`config.mk`:
```
export PLATFORM = sky130hd
export DESIGN_NAME = cmac_accum
export DESIGN_NICKNAME = d
export VERILOG_FILES = /design/src/rtl/cmac_pkg.sv /design/src/rtl/cmac_prod.sv /design/src/rtl/cmac_accum.sv
export SDC_FILE = /design/constraint.sdc
export NUM_CORES = 1
export LEC_CHECK = 0
export CAP_MARGIN = 25
export CORE_MARGIN = 8
export CORE_UTILIZATION = 60
export DETAILED_ROUTE_END_ITERATION = 6
export PLACE_DENSITY = 0.79
export SLEW_MARGIN = 25
export SYNTH_ARGS = -nofsm -noshare
export SYNTH_HDL_FRONTEND = slang
export SYNTH_SLANG_ARGS = --single-unit
```
`constraint.sdc`:
```
create_clock -name clk -period 6.98 [get_ports clk]
set_input_delay 1.396 -clock clk [delete_from_list [all_inputs] [get_ports clk]]
set_output_delay 1.396 -clock clk [all_outputs]
set_load 0.02 [all_outputs]
```
`src/rtl/cmac_pkg.sv`:
```
// rtl/cmac_pkg.sv - shared width helpers for the complex MAC engine
//
// Purpose: derives the operand width W, counter width G and accumulator
// width AW from the QI/QF/MAX_LEN parameters. Each module declares its own
// packed {re, im} bundles from these widths so that parameter overrides
// resize the bundles consistently.
// Ports: none (package).

package cmac_pkg;

  // Operand component width, sign bit included.
  function automatic int calc_w(input int qi, input int qf);
    return qi + qf;
  endfunction

  // Guard bits needed to sum MAX_LEN products without wrap.
  function automatic int calc_g(input int max_len);
    return $clog2(max_len);
  endfunction

  // Accumulator width: full product (2W), +1 for the re/im combine, +G guard.
  function automatic int calc_aw(input int qi, input int qf, input int max_len);
    return 2 * calc_w(qi, qf) + 1 + calc_g(max_len);
  endfunction

endpackage

```
`src/rtl/cmac_prod.sv`:
```
// rtl/cmac_prod.sv - registered complex product and re/im combine stages
//
// Purpose: S2 registers the four full-precision signed partial products,
// S3 combines them into a complex product of width 2W+1. Valid and last
// travel alongside the data; everything holds while i_en is low.
// Ports:
//   clk, rst_n            clock, asynchronous active-low reset
//   i_en                  pipeline advance enable
//   i_valid, i_last       S1 beat qualifiers
//   i_a_re..i_b_im        S1 operands, signed W bits
//   o_valid, o_last       S3 beat qualifiers
//   o_p_re, o_p_im        S3 complex product, signed 2W+1 bits

module cmac_prod #(
  parameter int W = 6,
  localparam int PW = 2 * W + 1
) (
  input  logic                 clk,
  input  logic                 rst_n,
  input  logic                 i_en,
  input  logic                 i_valid,
  input  logic                 i_last,
  input  logic signed [W-1:0]  i_a_re,
  input  logic signed [W-1:0]  i_a_im,
  input  logic signed [W-1:0]  i_b_re,
  input  logic signed [W-1:0]  i_b_im,
  output logic                 o_valid,
  output logic                 o_last,
  output logic signed [PW-1:0] o_p_re,
  output logic signed [PW-1:0] o_p_im
);

  logic signed [2*W-1:0] r_rr, r_ii, r_ri, r_ir;
  logic                  r_s2_valid, r_s2_last;
  logic                  r_s3_valid, r_s3_last;
  logic        [PW-1:0]  r_p_re, r_p_im;

  // S2: signed operands sized to 2W by the assignment context, so no bits drop.
  always_ff @(posedge clk or negedge rst_n) begin
    if (!rst_n) begin
      r_rr       <= '0;
      r_ii       <= '0;
      r_ri       <= '0;
      r_ir       <= '0;
      r_s2_valid <= 1'b0;
      r_s2_last  <= 1'b0;
    end else if (i_en) begin
      r_rr       <= i_a_re * i_b_re;
      r_ii       <= i_a_im * i_b_im;
      r_ri       <= i_a_re * i_b_im;
      r_ir       <= i_a_im * i_b_re;
      r_s2_valid <= i_valid;
      r_s2_last  <= i_last;
    end
  end

  // S3: one extra bit absorbs the carry of the combine.
  always_ff @(posedge clk or negedge rst_n) begin
    if (!rst_n) begin
      r_p_re     <= '0;
      r_p_im     <= '0;
      r_s3_valid <= 1'b0;
      r_s3_last  <= 1'b0;
    end else if (i_en) begin
      r_p_re     <= {r_rr[2*W-1], r_rr} - {r_ii[2*W-1], r_ii};
      r_p_im     <= {r_ri[2*W-1], r_ri} + {r_ir[2*W-1], r_ir};
      r_s3_valid <= r_s2_valid;
      r_s3_last  <= r_s2_last;
    end
  end

  assign o_valid = r_s3_valid;
  assign o_last  = r_s3_last;
  assign o_p_re  = r_p_re;
  assign o_p_im  = r_p_im;

endmodule

```
`src/rtl/cmac_accum.sv`:
```
// rtl/cmac_accum.sv - streaming complex multiply-accumulate over framed input
//
// Purpose: accepts complex a/b pairs, multiplies them per beat and sums the
// products over a frame closed by s_last (or force-closed at MAX_LEN beats),
// emitting one full-precision complex result per frame.
// Optional feature macro: CMAC_SAT_EN (saturating accumulator + ovf flag).
// Ports:
//   clk, rst_n                   clock, asynchronous active-low reset
//   s_valid, s_ready, s_last     input beat handshake and frame delimiter
//   a_re, a_im, b_re, b_im       signed QI.QF operands
//   m_valid, m_ready             result handshake
//   y_re, y_im                   signed frame sum, 2QF fraction bits
//   len_err, ovf, err_clr        sticky error flags and their clear

module cmac_accum
  import cmac_pkg::*;
#(
  parameter int QI      = 3,
  parameter int QF      = 3,
  parameter int MAX_LEN = 16,
  localparam int W  = calc_w(QI, QF),
  localparam int G  = calc_g(MAX_LEN),
  localparam int AW = calc_aw(QI, QF, MAX_LEN)
) (
  input  logic                 clk,
  input  logic                 rst_n,
  input  logic                 s_valid,
  output logic                 s_ready,
  input  logic                 s_last,
  input  logic signed [W-1:0]  a_re,
  input  logic signed [W-1:0]  a_im,
  input  logic signed [W-1:0]  b_re,
  input  logic signed [W-1:0]  b_im,
  output logic                 m_valid,
  input  logic                 m_ready,
  output logic signed [AW-1:0] y_re,
  output logic signed [AW-1:0] y_im,
  output logic                 len_err,
  output logic                 ovf,
  input  logic                 err_clr
);

  localparam int PW = 2 * W + 1;
  localparam logic [G:0] CNT_MAX = (G + 1)'(MAX_LEN - 1);

  typedef struct packed { logic [W-1:0]  re; logic [W-1:0]  im; } op_t;
  typedef struct packed { logic [AW-1:0] re; logic [AW-1:0] im; } acc_t;

  logic          w_en, w_accept, w_cap, w_last_in, w_fire;
  logic          w_s3_valid, w_s3_last;
  logic [PW-1:0] w_p_re, w_p_im;
  logic [AW-1:0] w_next_re, w_next_im;
  op_t           r_a, r_b;
  acc_t          r_acc, r_y;
  logic          r_s1_valid, r_s1_last, r_m_valid, r_len_err;
  logic [G:0]    r_cnt;

  // A held result freezes the whole pipe, including input acceptance.
  assign w_en      = !(r_m_valid && !m_ready);
  assign s_ready   = w_en;
  assign w_accept  = s_valid && w_en;
  assign w_cap     = (r_cnt == CNT_MAX);
  assign w_last_in = s_last || w_cap;
  assign w_fire    = w_en && w_s3_valid;

  always_ff @(posedge clk or negedge rst_n) begin
    if (!rst_n) begin
      r_a        <= '0;
      r_b        <= '0;
      r_s1_valid <= 1'b0;
      r_s1_last  <= 1'b0;
    end else if (w_en) begin
      r_a        <= '{re: a_re, im: a_im};
      r_b        <= '{re: b_re, im: b_im};
      r_s1_valid <= s_valid;
      r_s1_last  <= w_last_in;
    end
  end

  // Beat counter and overlength flag; a set beats a same-cycle clear.
  always_ff @(posedge clk or negedge rst_n) begin
    if (!rst_n) begin
      r_cnt     <= '0;
      r_len_err <= 1'b0;
    end else begin
      if (w_accept) r_cnt <= w_last_in ? '0 : r_cnt + 1'b1;
      if (w_accept && !s_last && w_cap) r_len_err <= 1'b1;
      else if (err_clr)                 r_len_err <= 1'b0;
    end
  end

  cmac_prod #(.W(W)) u_prod (
    .clk     (clk),
    .rst_n   (rst_n),
    .i_en    (w_en),
    .i_valid (r_s1_valid),
    .i_last  (r_s1_last),
    .i_a_re  (r_a.re),
    .i_a_im  (r_a.im),
    .i_b_re  (r_b.re),
    .i_b_im  (r_b.im),
    .o_valid (w_s3_valid),
    .o_last  (w_s3_last),
    .o_p_re  (w_p_re),
    .o_p_im  (w_p_im)
  );

`ifdef CMAC_SAT_EN
  // One extra bit exposes overflow: top two bits disagree.
  logic [AW:0] w_sum_re, w_sum_im;
  logic        w_ovf_re, w_ovf_im, r_ovf;
  localparam logic [AW-1:0] ACC_MAX = {1'b0, {(AW-1){1'b1}}};
  localparam logic [AW-1:0] ACC_MIN = {1'b1, {(AW-1){1'b0}}};

  assign w_sum_re  = {r_acc.re[AW-1], r_acc.re} + {{(G+1){w_p_re[PW-1]}}, w_p_re};
  assign w_sum_im  = {r_acc.im[AW-1], r_acc.im} + {{(G+1){w_p_im[PW-1]}}, w_p_im};
  assign w_ovf_re  = w_sum_re[AW] ^ w_sum_re[AW-1];
  assign w_ovf_im  = w_sum_im[AW] ^ w_sum_im[AW-1];
  assign w_next_re = w_ovf_re ? (w_sum_re[AW] ? ACC_MIN : ACC_MAX) : w_sum_re[AW-1:0];
  assign w_next_im = w_ovf_im ? (w_sum_im[AW] ? ACC_MIN : ACC_MAX) : w_sum_im[AW-1:0];

  always_ff @(posedge clk or negedge rst_n) begin
    if (!rst_n)                               r_ovf <= 1'b0;
    else if (w_fire && (w_ovf_re || w_ovf_im)) r_ovf <= 1'b1;
    else if (err_clr)                         r_ovf <= 1'b0;
  end

  assign ovf = r_ovf;
`else
  assign w_next_re = r_acc.re + {{G{w_p_re[PW-1]}}, w_p_re};
  assign w_next_im = r_acc.im + {{G{w_p_im[PW-1]}}, w_p_im};
  assign ovf       = 1'b0;
`endif

  // S4: last beat publishes acc + p and restarts the sum from zero.
  always_ff @(posedge clk or negedge rst_n) begin
    if (!rst_n) begin
      r_acc     <= '0;
      r_y       <= '0;
      r_m_valid <= 1'b0;
    end else begin
      if (w_fire) begin
        if (w_s3_last) begin
          r_y   <= '{re: w_next_re, im: w_next_im};
          r_acc <= '0;
        end else begin
          r_acc <= '{re: w_next_re, im: w_next_im};
        end
      end
      if (w_fire && w_s3_last) r_m_valid <= 1'b1;
      else if (m_ready)        r_m_valid <= 1'b0;
    end
  end

  assign m_valid = r_m_valid;
  assign y_re    = r_y.re;
  assign y_im    = r_y.im;
  assign len_err = r_len_err;

endmodule
```
; Word-level counts from Yosys, hierarchy flattened
; Index checks and enable logic that the tools add are counted.
[op_classes]
n_addsub = 5
multipliers = 4
eq_ne = 1
mux = 6
n_reduce_logical = 13
[op_table]
columns = op, n
row1 = $mul A6 B6 Y12, 4
row2 = $add A17 B17 Y17, 2
row3 = $mux W34, 1
row4 = $add A12 B12 Y13, 1
row5 = $sub A12 B12 Y13, 1
row6 = $logic_and A1 B1 Y1, 6
row7 = $add A5 B1 Y5 const B, 1
row8 = $eq A5 B4 Y1 const B, 1
row9 = $mux W5, 1
row10 = $mux W1, 4
row11 = $reduce_bool A2 Y1, 2
row12 = $logic_not A1 Y1, 3
row13 = $reduce_and A2 Y1, 1
row14 = $logic_or A1 B1 Y1, 1
[totals]
register_bits = 179
in_bits = 30
wordCells = 52

; Longest topological paths before layout
[depth]
depth_word = 7
ltp_mapped = 16
mapped_depth_nobuf = 15

; By module
; From an unflattened synthesis, not the netlist that was laid out.
[hier_totals]
cells_unflattened = 1481
area_unflattened_um2 = 14516.4
[by_module_without_submodules]
columns = module, n_inst, cells_per_inst, area_each_um2, seq_area_each_um2
row1 = cmac_prod, 1, 944, 9196.3, 1951.9
row2 = cmac_accum, 1, 537, 5320.1, 2527.4

; Worst setup path after synthesis
; OpenSTA, ideal clock, no wires.
[synth_timing]
path_type = register to register
start = reg r_a[5] in the netlist's numbering
end = reg u_prod.r_ir[11]
setup_time_ps = 137
arrival_time_ps = 4143
t_required_ps = 6843
setup_slack_ps = 2700
path_stages_with_launch = 17
path_buffers = 1
synth_period_minus_slack_ps = 4280
path_cell_list = dfrtp_1 -> clkbuf_1 -> nand2_1 -> inv_1 -> fa_1 -> inv_1 -> fa_1 -> inv_1 -> fa_1 -> fa_1 -> ha_1 -> a21o_1 -> a211oi_1 -> nor2_1 -> o41ai_1 -> xnor2_1 -> a21oi_1
[synth_between]
elab_chain_len = 1
[synth_rtl]
columns = element, line
row1 = from (decl), cmac_accum.sv:53  ; op_t r_a, r_b;
row2 = from (signal assigned), cmac_accum.sv:73  ; r_a <= '{re: a_re, im: a_im};
row3 = $mul A6 B6 Y12, cmac_prod.sv:51  ; r_ir <= i_a_im * i_b_re;
row4 = to (signal assigned), cmac_prod.sv:51
row5 = to (decl), cmac_prod.sv:33  ; logic signed [2*W-1:0] r_rr, r_ii, r_ri, r_ir;
; Every way passes these cells.
; A chain may end at the register's enable or synchronous reset.

; Worst setup path in the final report
[layout_timing]
start = in m_ready
end = out s_ready
[layout_between]
elab_chain_len = 3
[layout_rtl]
columns = element, line
row1 = from (decl), cmac_accum.sv:35  ; input logic m_ready,
row2 = $logic_not A1 Y1, cmac_accum.sv:59  ; assign w_en = !(r_m_valid && !m_ready);
row3 = $logic_and A1 B1 Y1, cmac_accum.sv:59
row4 = $logic_not A1 Y1, cmac_accum.sv:59
row5 = to (decl), cmac_accum.sv:28  ; output logic s_ready,
; Every way passes these cells.

==> flow_metrics.py <==
metrics = {
    "yosys": {
        "ys_seq_area_frac": 0.310,
        "synth-seq-cells": 179,
        "synth_warnings": 0,
        "avgSynthCellArea_um2": 9.30,
        "synth_top_area_frac": 0.310,
        "yosysMostFrequentCell": "nand2_1",
        "syn_inst": 1552,
        "synth_ff_type": "dfrtp_1",
        "synth_common_cells": "nand2_1, dfrtp_1, ha_1",
        "synth.distinct_cells": 64,
        "synth-edff-count": 0,
        "synth_top_cell_by_area": "dfrtp_1",
        "syn-num-nets": 1832,
        "synth_area_leaders": "dfrtp_1, fa_1, ha_1",
        "netlist_area_um2": 14400,
        "synth_async_sr_flop_share": 1.00,
    },
    "cells_and_area": {
        "final_util": 0.677,
        "antennaDiodeCount": 0,
        "finalNetCount": 1862,
        "drive_above_1_share": 0.0476,
        "area_growth_syn_to_layout_pct": 10.4,
    },
    "die": {
        "die_h_um": 171,
        "die_area_um2": 29300,
        "ioPinCount": 68,
        "initial_core_util": 0.613,
        "die_w_um": 171,
        "rows": 56,
        "core_area_um2": 23500,
    },
    "global_routing": {
        "grt_usage": 0.215,
        "grt_pass1_wl_um": 51600,
        "grt_pass1_vias": 10981,
        "grt.overflow.total": 0,
        "grt_max_degree": 91,
        "antenna_found_initial": 0,
    },
    "detailed_routing": {
        "routed_wl_um": 29600,
        "routed_via_density": 5.56,
        "drt_iter0_drc": 742,
        "wire_per_inst_um": 15.5,
        "remaining_drc_errors": 0,
        "dr.pass1.iters": 5,
        "vias": 10639,
        "antenna_left": 0,
    },
    "critical_path": {
        "end_kind": "output pin",
        "cp_top_family": "buffers and inverters",
        "crit_fanout": 81,
        "cp_common_cell": "clkdlybuf4s50_1",
        "startpoint_type": "input pin",
        "worstSetupPathType": "in -> out",
        "cp_cell_sequence": "clkdlybuf4s50_1, nor2b_4, inv_4, clkdlybuf4s50_1",
        "path_depth": 4,
        "cp_data_required_time_ps": 5580,
        "slowest_delay_ps": 740,
        "arrival_ps": 3270,
        "worst-r2r-cell-count": 13,
        "path_buf_inv": 3,
        "cpMaxStageDelayCell": "clkdlybuf4s50_1",
    },
    "worst_hold_path": {
        "hold_path_class": "reg -> reg",
        "hold_depth": 2,
    },
    "cts": {
        "clock_sinks": 179,
        "clock-root-buffer": "clkbuf_16",
        "numCtsBuffers": 17,
        "clk_latency_ps": 440,
        "cts_resized": 0,
        "cts.path.max_buffers": 2,
        "cts_hold_buf": 0,
        "cts_tree": "done",
        "htreeDepth": 4,
        "cts.clk_slew.worst_paths_ps": 60,
        "post_cts_buffers": 0,
    },
    "placement": {
        "pre_cts_ws_ps": 2310,
        "hpwl_um": 21700,
        "port_buffers": 66,
        "gp_congestion": 0.866,
    },
    "flow_run": {
        "max_cap_violations": 0,
    },
    "sta": {
        "fin_skew_ps": 13.9,
        "setup_violations": 0,
        "maxSlewHeadroom": 0.326,
        "fin_crit_ps": 4670,
        "finalHoldViolations": 0,
        "layout_setup_ws_ps": 2310,
        "period_share": 0.668,
        "rsz0062_at_grt": "false",
        "tightest_slew_ps": 1010,
        "slew_viol_final": 0,
        "fin_tns_setup_ps": 0,
        "holdWs_ps": 468,
        "max_freq_mhz": 214,
    },
    "run_status": {
        "status": "finished clean",
    },
}
[worst paths after layout]
check	from	endpoint	slack, ps
min in group asynchronous	rst_n	y_re[14]$_DFFE_PN0P_	880
min reg2reg	u_prod.r_s2_valid$_DFFE_PN0N_	u_prod.r_s2_valid$_DFFE_PN0N_	470
max in group asynchronous	rst_n	u_prod.r_rr[1]$_DFFE_PN0N_	4880
min	u_prod.r_s2_valid$_DFFE_PN0N_	u_prod.r_s2_valid$_DFFE_PN0N_	470
max	m_ready	s_ready	2310
max reg2reg	r_b[11]$_DFFE_PN0N_	u_prod.r_ir[11]$_DFFE_PN0N_	2360
[worst reg2reg max path, cell delays in order, from the launching register on]
cell and delay, ps:
dfrtp_1 710, nand2b_1 160, fa_1 520, fa_1 540, inv_1 50, fa_1 550, fa_1 470, ha_1 310
a21o_1 190, a211oi_1 230, nor2_1 100, o41ai_1 370, xnor2_1 180, a21oi_1 80
[sequential cells by signal, summed over array words and instances, names as in the netlist]
name               flops
len_err                1
u_prod.o_valid         1
u_prod.r_ri           12
r_b                   12
r_s1_valid             1
u_prod.r_s2_valid      1
u_prod.r_ir           12
u_prod.r_rr           12
u_prod.o_p_im         13
y_im                  17
r_cnt                  5
r_a                   12
m_valid                1
u_prod.o_p_re         13
u_prod.r_ii           12
y_re                  17
u_prod.r_s2_last       1
r_acc                 34
u_prod.o_last          1
r_s1_last              1
[cells by family (layout without fill, tap and decap cells)]
group,Yosys count,after routing,share of synthesized area
AND/OR/NAND/NOR,547,547,0.176
AO/OA/AOI/OAI,278,278,0.129
adder cells (fa/ha/maj),250,250,0.273
buffers and inverters,204,247,0.0537
flip-flops,179,179,0.310
XOR/XNOR,81,81,0.0491
multiplexers,12,12,0.00936
other,1,1,0.000260
[metrics by stage]
step / cells / area, um2
6_report: 1914 / 15900
4_1_cts: 1914 / 15900
5_1_grt: 1914 / 15900
2_1_floorplan: 1552 / 14400
3_5_place_dp: 1882 / 15300
3_3_place_gp: 1882 / 15300
[layer usage]
| metal | vias up | wire length [um] | track usage | part of all wire |
|---|---|---|---|---|
| met3 | 30 | 1300 | 0.0385 | 0.044 |
| met4 | 0 | 414 | 0.0473 | 0.014 |
| met5 | - | 0 | 0 | 0 |
| met2 | 213 | 14400 | 0.368 | 0.49 |
| met1 | 5191 | 13500 | 0.281 | 0.46 |
| li1 | 5205 | - | - | - |
[area by class of cell]
| cell class | count | area, um2 |
|---|---|---|
| clock buffers | 18 | 439 |
| clock inverters | 14 | 170 |
| fillers | 1900 | 7600 |
| inverters | 140 | 528 |
| multi-input cells | 1169 | 9190 |
| flip-flops and latches | 179 | 4480 |
| well taps | 319 | 399 |
| repair buffers | 75 | 729 |
[cells in the final DEF (no fill, tap or decap), types with 4 or more instances in the layout]
cell,n
nand2_1,276
dfrtp_1,179
ha_1,142
inv_1,139
fa_1,108
and2_1,86
nor2_1,81
a21oi_1,66
o21ai_0,65
clkdlybuf4s50_1,65
xnor2_1,50
xor2_1,31
a22o_1,24
nor2b_1,21
nor3_1,18
a21o_1,17
clkbuf_16,17
o31ai_1,16
a211oi_1,16
o21a_1,14
nand2b_1,12
mux2_2,12
o21bai_1,11
nand3_1,10
buf_4,9
or2_2,7
a31oi_1,7
and3_1,6
nand4_1,5
o41ai_1,5
nor3b_1,5
nor4b_1,4
a211oi_2,4
or3_1,4
o21ai_1,4
clkinv_4,4
Power is left out: the tool's default activity adds up to more than one toggle a clock period on the data nets, which glitch-free logic cannot reach.
